<file path="src/rtl/ifu_pkg.sv">
// Shared types and constants for the instruction fetch unit:
// FSM state encoding, instruction error codes and AXI4 read-channel constants.
package ifu_pkg;

    localparam int XLEN     = 32;
    localparam int AXI_ID_W = 4;

    typedef enum logic [2:0] {
        IDLE  = 3'd0,
        ADDR  = 3'd1,
        DATA  = 3'd2,
        VALID = 3'd3,
        DRAIN = 3'd4
    } fetch_state_t;

    localparam logic [1:0] INST_ERR_OK       = 2'b00;
    localparam logic [1:0] INST_ERR_BUS      = 2'b01;
    localparam logic [1:0] INST_ERR_MISALIGN = 2'b10;

    localparam logic [1:0] BURST_INCR = 2'b01;
    localparam logic [2:0] SIZE_4B    = 3'b010;
    localparam logic [1:0] RESP_OKAY  = 2'b00;
    localparam logic [7:0] LEN_SINGLE = 8'd0;

    // Sequential fetch address; wraps naturally at the top of the address space.
    function automatic logic [XLEN-1:0] pc_incr(input logic [XLEN-1:0] pc);
        return pc + 32'd4;
    endfunction

    function automatic logic pc_misaligned(input logic [XLEN-1:0] pc);
        return pc[1:0] != 2'b00;
    endfunction

endpackage

</file>
<file path="src/rtl/ifu_axi_fetch_if.sv">
// AXI4 read-only channel bundle (AR + R) between the fetch unit and the interconnect.
interface ifu_axi_fetch_if;
    import ifu_pkg::*;

    logic                arready;
    logic                arvalid;
    logic [XLEN-1:0]     araddr;
    logic [AXI_ID_W-1:0] arid;
    logic [7:0]          arlen;
    logic [2:0]          arsize;
    logic [1:0]          arburst;
    logic                rready;
    logic                rvalid;
    logic [XLEN-1:0]     rdata;
    logic [1:0]          rresp;
    logic                rlast;
    logic [AXI_ID_W-1:0] rid;

    modport master (
        input  arready,
        output arvalid,
        output araddr,
        output arid,
        output arlen,
        output arsize,
        output arburst,
        output rready,
        input  rvalid,
        input  rdata,
        input  rresp,
        input  rlast,
        input  rid
    );

    modport slave (
        output arready,
        input  arvalid,
        input  araddr,
        input  arid,
        input  arlen,
        input  arsize,
        input  arburst,
        input  rready,
        output rvalid,
        output rdata,
        output rresp,
        output rlast,
        output rid
    );

endinterface

</file>
<file path="src/rtl/ifu_axi_fetch.sv">
// Instruction fetch unit: owns the PC, issues one single-beat AXI4 read per instruction,
// hands the result to the core over valid/ready and squashes fetches made stale by redirects.
module ifu_axi_fetch
    import ifu_pkg::*;
#(
    parameter logic [31:0] RESET_PC = 32'h8000_0000,
    parameter logic [3:0]  AXI_ID   = 4'd0
) (
    input  logic               clock,
    input  logic               reset,
    ifu_axi_fetch_if.master    io_master,
    output logic               inst_valid,
    input  logic               inst_ready,
    output logic [XLEN-1:0]    inst,
    output logic [XLEN-1:0]    inst_pc,
    output logic [1:0]         inst_err,
    input  logic               redirect_valid,
    input  logic [XLEN-1:0]    redirect_pc,
    output logic               fetch_busy
);

    fetch_state_t    state_reg;
    logic [XLEN-1:0] pc_reg;
    logic            kill_reg;
    logic [XLEN-1:0] araddr_reg;
    logic            arvalid_reg;
    logic            rready_reg;
    logic            inst_valid_reg;
    logic [XLEN-1:0] inst_reg;
    logic [XLEN-1:0] inst_pc_reg;
    logic [1:0]      inst_err_reg;

    // Single-beat transfers: the response id/last carry no information here.
    logic unused_axi_bits;
    assign unused_axi_bits = ^{io_master.rlast, io_master.rid};

    assign io_master.arvalid = arvalid_reg;
    assign io_master.araddr  = araddr_reg;
    assign io_master.arid    = AXI_ID;
    assign io_master.arlen   = LEN_SINGLE;
    assign io_master.arsize  = SIZE_4B;
    assign io_master.arburst = BURST_INCR;
    assign io_master.rready  = rready_reg;

    assign inst_valid = inst_valid_reg;
    assign inst       = inst_reg;
    assign inst_pc    = inst_pc_reg;
    assign inst_err   = inst_err_reg;
    assign fetch_busy = (state_reg != IDLE);

    always_ff @(posedge clock or negedge reset) begin
        if (!reset) begin
            state_reg      <= IDLE;
            pc_reg         <= RESET_PC;
            kill_reg       <= 1'b0;
            araddr_reg     <= '0;
            arvalid_reg    <= 1'b0;
            rready_reg     <= 1'b0;
            inst_valid_reg <= 1'b0;
            inst_reg       <= '0;
            inst_pc_reg    <= '0;
            inst_err_reg   <= INST_ERR_OK;
        end else begin
            // A redirect updates the PC in every state and beats the sequential increment.
            if (redirect_valid) begin
                pc_reg <= redirect_pc;
            end

            case (state_reg)
                IDLE: begin
                    if (!redirect_valid) begin
                        if (pc_misaligned(pc_reg)) begin
                            state_reg      <= VALID;
                            inst_valid_reg <= 1'b1;
                            inst_reg       <= '0;
                            inst_pc_reg    <= pc_reg;
                            inst_err_reg   <= INST_ERR_MISALIGN;
                        end else begin
                            state_reg   <= ADDR;
                            arvalid_reg <= 1'b1;
                            araddr_reg  <= pc_reg;
                        end
                    end
                end

                ADDR: begin
                    // The request cannot be withdrawn, so a redirect only marks it for draining.
                    if (redirect_valid) begin
                        kill_reg <= 1'b1;
                    end
                    if (io_master.arready) begin
                        arvalid_reg <= 1'b0;
                        rready_reg  <= 1'b1;
                        if (kill_reg || redirect_valid) begin
                            state_reg <= DRAIN;
                            kill_reg  <= 1'b0;
                        end else begin
                            state_reg <= DATA;
                        end
                    end
                end

                DATA: begin
                    if (io_master.rvalid) begin
                        rready_reg <= 1'b0;
                        if (redirect_valid) begin
                            state_reg <= IDLE;
                        end else begin
                            state_reg      <= VALID;
                            inst_valid_reg <= 1'b1;
                            inst_pc_reg    <= pc_reg;
                            if (io_master.rresp != RESP_OKAY) begin
                                inst_reg     <= '0;
                                inst_err_reg <= INST_ERR_BUS;
                            end else begin
                                inst_reg     <= io_master.rdata;
                                inst_err_reg <= INST_ERR_OK;
                            end
                        end
                    end else if (redirect_valid) begin
                        state_reg <= DRAIN;
                    end
                end

                VALID: begin
                    if (redirect_valid) begin
                        state_reg      <= IDLE;
                        inst_valid_reg <= 1'b0;
                    end else if (inst_ready) begin
                        state_reg      <= IDLE;
                        inst_valid_reg <= 1'b0;
                        pc_reg         <= pc_incr(pc_reg);
                    end
                end

                DRAIN: begin
                    if (io_master.rvalid) begin
                        state_reg  <= IDLE;
                        rready_reg <= 1'b0;
                    end
                end

                default: begin
                    state_reg      <= IDLE;
                    kill_reg       <= 1'b0;
                    arvalid_reg    <= 1'b0;
                    rready_reg     <= 1'b0;
                    inst_valid_reg <= 1'b0;
                end
            endcase
        end
    end

endmodule

</file>
<file path="src/flat_wrapper.sv">
// flat-port wrapper written by rule: the top's interface ports become plain ports
module ifu_axi_fetch_flat import ifu_pkg::*;
#(
    parameter logic [31:0] RESET_PC = 32'h8000_0000,
    parameter logic [3:0]  AXI_ID   = 4'd0
)
  (clock, reset, inst_valid, inst_ready, inst, inst_pc, inst_err, redirect_valid, redirect_pc, fetch_busy, io_master_arready, io_master_arvalid, io_master_araddr, io_master_arid, io_master_arlen, io_master_arsize, io_master_arburst, io_master_rready, io_master_rvalid, io_master_rdata, io_master_rresp, io_master_rlast, io_master_rid);
  ifu_axi_fetch_if io_master_i ();
  input  logic clock;
  input  logic reset;
  output logic inst_valid;
  input  logic inst_ready;
  output logic [XLEN-1:0] inst;
  output logic [XLEN-1:0] inst_pc;
  output logic [1:0] inst_err;
  input  logic redirect_valid;
  input  logic [XLEN-1:0] redirect_pc;
  output logic fetch_busy;
  input wire logic [$bits(io_master_i.arready)-1:0] io_master_arready;
  output wire logic [$bits(io_master_i.arvalid)-1:0] io_master_arvalid;
  output wire logic [$bits(io_master_i.araddr)-1:0] io_master_araddr;
  output wire logic [$bits(io_master_i.arid)-1:0] io_master_arid;
  output wire logic [$bits(io_master_i.arlen)-1:0] io_master_arlen;
  output wire logic [$bits(io_master_i.arsize)-1:0] io_master_arsize;
  output wire logic [$bits(io_master_i.arburst)-1:0] io_master_arburst;
  output wire logic [$bits(io_master_i.rready)-1:0] io_master_rready;
  input wire logic [$bits(io_master_i.rvalid)-1:0] io_master_rvalid;
  input wire logic [$bits(io_master_i.rdata)-1:0] io_master_rdata;
  input wire logic [$bits(io_master_i.rresp)-1:0] io_master_rresp;
  input wire logic [$bits(io_master_i.rlast)-1:0] io_master_rlast;
  input wire logic [$bits(io_master_i.rid)-1:0] io_master_rid;
  assign io_master_i.arready = io_master_arready;
  assign io_master_arvalid = io_master_i.arvalid;
  assign io_master_araddr = io_master_i.araddr;
  assign io_master_arid = io_master_i.arid;
  assign io_master_arlen = io_master_i.arlen;
  assign io_master_arsize = io_master_i.arsize;
  assign io_master_arburst = io_master_i.arburst;
  assign io_master_rready = io_master_i.rready;
  assign io_master_i.rvalid = io_master_rvalid;
  assign io_master_i.rdata = io_master_rdata;
  assign io_master_i.rresp = io_master_rresp;
  assign io_master_i.rlast = io_master_rlast;
  assign io_master_i.rid = io_master_rid;
  ifu_axi_fetch #(.RESET_PC(RESET_PC), .AXI_ID(AXI_ID)) u_core (.clock(clock), .reset(reset), .io_master(io_master_i), .inst_valid(inst_valid), .inst_ready(inst_ready), .inst(inst), .inst_pc(inst_pc), .inst_err(inst_err), .redirect_valid(redirect_valid), .redirect_pc(redirect_pc), .fetch_busy(fetch_busy));
endmodule
</file>
<file path="config.mk">
export PLATFORM = sky130hd
export DESIGN_NAME = ifu_axi_fetch_flat
export DESIGN_NICKNAME = d
export VERILOG_FILES = /design/src/rtl/ifu_pkg.sv /design/src/rtl/ifu_axi_fetch_if.sv /design/src/rtl/ifu_axi_fetch.sv /design/src/flat_wrapper.sv
export SDC_FILE = /design/constraint.sdc
export NUM_CORES = 1
export LEC_CHECK = 0
export BUFFER_PORTS_ARGS = -buffer_cell sky130_fd_sc_hd__buf_2
export CELL_PAD_IN_SITES_DETAIL_PLACEMENT = 1
export CELL_PAD_IN_SITES_GLOBAL_PLACEMENT = 2
export CORE_MARGIN = 2
export CORE_UTILIZATION = 34
export CTS_CLUSTER_SIZE = 40
export DETAILED_ROUTE_END_ITERATION = 10
export PLACE_DENSITY = 0.91
export SYNTH_ARGS = -nofsm -noshare
export SYNTH_HDL_FRONTEND = slang
export SYNTH_SLANG_ARGS = --single-unit
</file>
<file path="constraint.sdc">
create_clock -name clock -period 3.3 [get_ports clock]
set_input_delay 0.33 -clock clock [delete_from_list [all_inputs] [get_ports clock]]
set_output_delay 0.33 -clock clock [all_outputs]
set_load 0.01 [all_outputs]
</file>
=== Word level (Yosys, flattened, before mapping) ===
Index checks and enable logic that the tools add are counted.

* Bits in registers: 137
* Latch bits: 0
* Bits in writable memories: 0
* ROM bits: 0
* Input bits: 77
* Output and inout bits: 119
* Logic and storage cells: 97
* Memories: 0

* Add/subtract/negate cells: 1
* $mul: 0
* Divide/modulo/power cells: 0
* $lt $le $gt $ge: 0
* Eq/ne operators: 14
* Shifts and indexed selects: 0
* Mux-type cells: 50
* Bitwise gates (word level): 5
* Reductions and logical operators: 17

{| class="wikitable"
|+ Operators with widths
! operator !! count
|-
| $mux 32 || 13
|-
| $pmux 32 s2 || 2
|-
| $add 32x3->32 const B || 1
|-
| $mux 3 || 8
|-
| $mux 1 || 15
|-
| $pmux 3 s5 || 1
|-
| $mux 2 || 6
|-
| $ne 2x2->1 const B || 6
|-
| $reduce_and 5->1 || 2
|-
| $eq 3x2->1 const B || 2
|-
| $ne 3x3->1 const B || 2
|-
| $pmux 1 s3 || 2
|-
| $reduce_and 3->1 || 2
|-
| $reduce_and 6->1 || 1
|-
| $reduce_bool 2->1 || 3
|-
| $reduce_or 2->1 || 3
|-
| $not 1->1 || 5
|-
| $ne 2x1->1 const B || 2
|-
| $pmux 1 s4 || 1
|-
| $pmux 2 s2 || 1
|-
| $reduce_and 4->1 || 1
|-
| $reduce_or 4->1 || 1
|-
| $eq 3x1->1 const B || 1
|-
| $eq 3x3->1 const B || 1
|-
| other kinds (5) || 5
|}

=== Depth between registers and ports, before layout ===
* Word-level depth: 5
* Mapped depth: 8
* Depth with buffers taken out: 6

=== Worst setup path before layout ===
OpenSTA, ideal clock, no wires.

* Path type: register -> register
* Start: reg u_core.pc_reg[2]
* End: reg u_core.pc_reg[24]
* Setup time: 0.126 ns
* Arrival time: 1.908 ns
* Required time: 3.174 ns
* Setup slack: 1.265 ns
* Cell stages (with the launch flop): 8
* Cells stage by stage: dfrtp_1 -> ha_1 -> nand2_1 -> or4b_1 -> buf_4 -> nor4_4 -> and4_1 -> nor3_2

* Longest elaborated chain between the ends: 4

{| class="wikitable"
|+ Ends and longest elaborated chain
! element !! line !! source
|-
| start: declaration || ifu_axi_fetch.sv:23 || <nowiki>logic [XLEN-1:0] pc_reg;</nowiki>
|-
| start signal: assignment || ifu_axi_fetch.sv:66 || <nowiki>pc_reg <= redirect_pc;</nowiki>
|-
| start signal: assignment || ifu_axi_fetch.sv:132 || <nowiki>pc_reg <= pc_incr(pc_reg);</nowiki>
|-
| $add 32x3->32 || ifu_pkg.sv:27 || <nowiki>return pc + 32'd4;</nowiki>
|-
| $mux 32 || ifu_axi_fetch.sv:129 || <nowiki>end else if (inst_ready) begin</nowiki>
|-
| $mux 32 || ifu_axi_fetch.sv:126 || <nowiki>if (redirect_valid) begin</nowiki>
|-
| $mux 32 || ifu_axi_fetch.sv:69 || <nowiki>case (state_reg)</nowiki>
|}

No other way between the ends.
A chain may end at the register's enable or synchronous reset.

=== Worst setup path after layout ===
* Start: reg u_core.pc_reg[0]
* End: reg u_core.inst_pc_reg[20], in the netlist u_core.inst_pc[20]

* Longest elaborated chain between the ends: 3

{| class="wikitable"
|+ Ends and longest elaborated chain
! element !! line !! source
|-
| $reduce_bool 2->1 || ifu_pkg.sv:31 || <nowiki>return pc[1:0] != 2'b00;</nowiki>
|-
| $ne 2x1->1 (no line) || n/a ||
|-
| $reduce_and 5->1 (no line) || n/a ||
|-
| end signal: assignment || ifu_axi_fetch.sv:76 || <nowiki>inst_pc_reg <= pc_reg;</nowiki>
|-
| end signal: assignment || ifu_axi_fetch.sv:111 || <nowiki>inst_pc_reg <= pc_reg;</nowiki>
|-
| end: declaration || ifu_axi_fetch.sv:30 || <nowiki>logic [XLEN-1:0] inst_pc_reg;</nowiki>
|}

No other way between the ends.

==> flow_summary_export.csv <==
group,metric,value,unit
clock_network,hold_buffers,0,
yosys,synth-async-reset-ratio,100,%
yosys,ys_types,62,
die,initial_core_util,34.9,%
clock_network,clock_path_buffers,2,
worst_setup_path,cp_slowest_cell,"o21ai_4",
timing,fin_ws,0.638,ns
layout,layout-drive-gt1-share,43.3,%
min_path,hp-class,"in -> async",
route,vias_per_cell,5.16,
worst_setup_path,worstPathRequired,3.60,ns
timing,max_slew.worst_pin.slew,1.27,ns
worst_setup_path,cpMostUsedCell,"nor2_1",
power_and_ir_drop,combPwrFrac,30.7,%
layout,mostFrequentLayoutCell,"buf_2",
die,num_rows,48,
worst_setup_path,critPathMaxFanout,50,
timing,final.min_clock_period,2.66,ns
grt,grt_pass1_vias,5004,
placed_design,dp_slack,0.631,ns
clock_network,clkLatencyLatePin,0.42,ns
power_and_ir_drop,powerDensity,872,nW/um2
route,antenna_left,0,
die,fp.dieArea,18900,um2
yosys,synth_area,6060,um2
clock_network,cts_tree,"done",
power_and_ir_drop,ir_drop,379,uV
route,drc_errors,0,
die,io_pins,196,
power_and_ir_drop,internal-power,4.56,mW
worst_setup_path,crit_family,"compound AO/OA/AOI/OAI gates",
grt,gr-total-overflow,0,
route,drtIter0Drc,147,
route,firstDrtPassIters,4,
timing,timing.fmax,0.376,GHz
route,wirelength,17.2,mm
worst_setup_path,critPathKind,"reg -> reg",
timing,rsz0062_at_grt,"no",
die,die_h,138,um
yosys,avgSynthCellArea,11.9,um2
worst_setup_path,critPathArrivalTime,2.97,ns
yosys,syn_inst,508,
power_and_ir_drop,p_sw_share,32.4,%
grt,grt.total_usage,18.5,%
clock_network,cts_setup_buffers,0,
clock_network,ctsResizeCount,0,
clock_network,cts_buffers,17,
layout,synthToLayoutAreaGrowth,27.7,%
layout,nets,751,
timing,slew_viol_final,0,
yosys,yosys_register_bits,137,
clock_network,cts.sinks,137,
worst_setup_path,path_cells,"nor2_1 > nor2_1 > o21ai_4 > buf_4 > mux2_2",
timing,period_share,80.7,%
grt,grt_max_degree,97,
clock_network,h-tree-depth,4,
worst_setup_path,critPathMaxStageDelay,0.96,ns
power_and_ir_drop,p_leak,3.68,nW
yosys,synth-edff-count,0,
placed_design,post-dp-hpwl,12.1,mm
route,wl_per_cell,18.9,um
yosys,synth-seq-area-share,56.6,%
timing,skew,0.00846,ns
placed_design,numPortBuffers,173,
power_and_ir_drop,power_frac_seq,39.2,%
placed_design,gp_congestion,0.782,
layout,fin_area,7740,um2
power_and_ir_drop,p_switching,2.19,mW
placed_design,dpl_cell_area,7100,um2
power_and_ir_drop,clock_power_share,30.1,%
die,core-area,17400,um2
route,vias,4707,
timing,slew_headroom,15.2,%
timing,fin_setup_tns,0,ns
layout,finish.utilization,44.6,%
worst_setup_path,cp-end-kind,"flop",
die,chipWidth,138,um
run_status,status,"complete, no violations",
grt,grt_pass1_wl,26.3,mm
worst_setup_path,critical_path_buf_inv_count,1,
timing,finalHoldViolations,0,
layout,final_cell_mix,"buf_2 (172), dfrtp_1 (136), mux2_2 (57)",
yosys,yosysWarnings,0,
grt,grt_antenna_before_repair,1,
clock_network,clk_pin_slew,0.06,ns
yosys,synth_ff_type,"dfrtp_1",
power_and_ir_drop,totalPowerFinal,6.75,mW
run,max_cap_violations,0,
timing,setup_violations,0,
clock_network,root_buffer,"clkbuf_16",
worst_setup_path,cp-start-kind,"flop",
cell usage after synthesis, drive strengths merged, types with 6 or more instances:
library cell  instances  area share (%)
a211oi                8             1.1
a21oi                17             1.5
a22o                 32             4.6
a311oi                8             1.2
and3                  6            0.62
buf                  31             3.3
clkbuf               20             1.2
dfrtp               136              56
inv                  16            0.99
mux2                 57              11
nand2                32             2.0
nand3                16             1.3
nor2                 27             1.7
nor3                 14             1.7
o21ai                25             2.1
worst register-to-register path, cell delays in order, from the launching register on:
cell and delay (ns):
dfrtp_1 0.42, nor2_1 0.21, nor2_1 0.10, o21ai_4 0.96, buf_4 0.47, mux2_2 0.38
power groups by stage:
stage	Combinational (mW)	Sequential (mW)	Clock (mW)
2_1_floorplan	1.02	2.83	0
3_3_place_gp	2.01	2.63	0
3_5_place_dp	2.10	2.68	0
4_1_cts	2.12	2.66	2.10
5_1_grt	2.27	2.74	2.17
6_report	2.07	2.64	2.03
area by class of cell:
type / instances / area (um2)
well taps: 225 / 282
multi-input cells: 319 / 2370
clock buffers: 20 / 467
inverters: 16 / 60.1
clock inverters: 12 / 170
fillers: 1921 / 9620
repair buffers: 182 / 952
diodes: 1 / 2.50
flip-flops and latches: 137 / 3430
stage by stage:
step	hold WS [ns]	instances
floorplan	0.0344	523
global placement	0.458	879
detailed placement	0.465	879
CTS	0.0376	911
global route	0.0625	911
finish	0.00936	912
cells by family (layout without fill, tap and decap cells):
| logic type | count (synthesis) | count (layout) | share of synthesized area (%) |
|---|---|---|---|
| DFF | 137 | 137 | 56.6 |
| and+or+nand+nor | 121 | 121 | 11.5 |
| AOI/OAI and AO/OA | 120 | 120 | 14.9 |
| buffers and inverters | 67 | 230 | 5.53 |
| muxes | 59 | 59 | 10.9 |
| other | 2 | 18 | 0.124 |
| adders and majority gates | 1 | 1 | 0.206 |
| xor gates and xnor gates | 1 | 1 | 0.145 |
worst paths after layout:
kind                                                to  depth (start not counted)  slack [ns]                         from
setup / recovery                    u_core.inst_pc[20]                          5        0.64             u_core.pc_reg[0]
hold / removal                       u_core.inst_valid                          1       0.009                        reset
setup reg to reg                    u_core.inst_pc[20]                          5        0.64             u_core.pc_reg[0]
hold reg to reg            u_core.io_master.araddr[30]                          2        0.47  u_core.io_master.araddr[30]
max in group asynchronous            u_core.pc_reg[31]                          2        2.47                        reset
min in group clock                     u_core.inst[24]                          2        0.13          io_master_rdata[24]
per-layer routing:
metal	up-vias	share of wire [%]	global-route usage [%]
met5	-	0	0
met4	0	1.8	7.22
met3	22	7.5	5.37
met2	168	49	32.1
met1	2370	41	21.5
li1	2147	-	-
(Power assumes the default switching activity.)
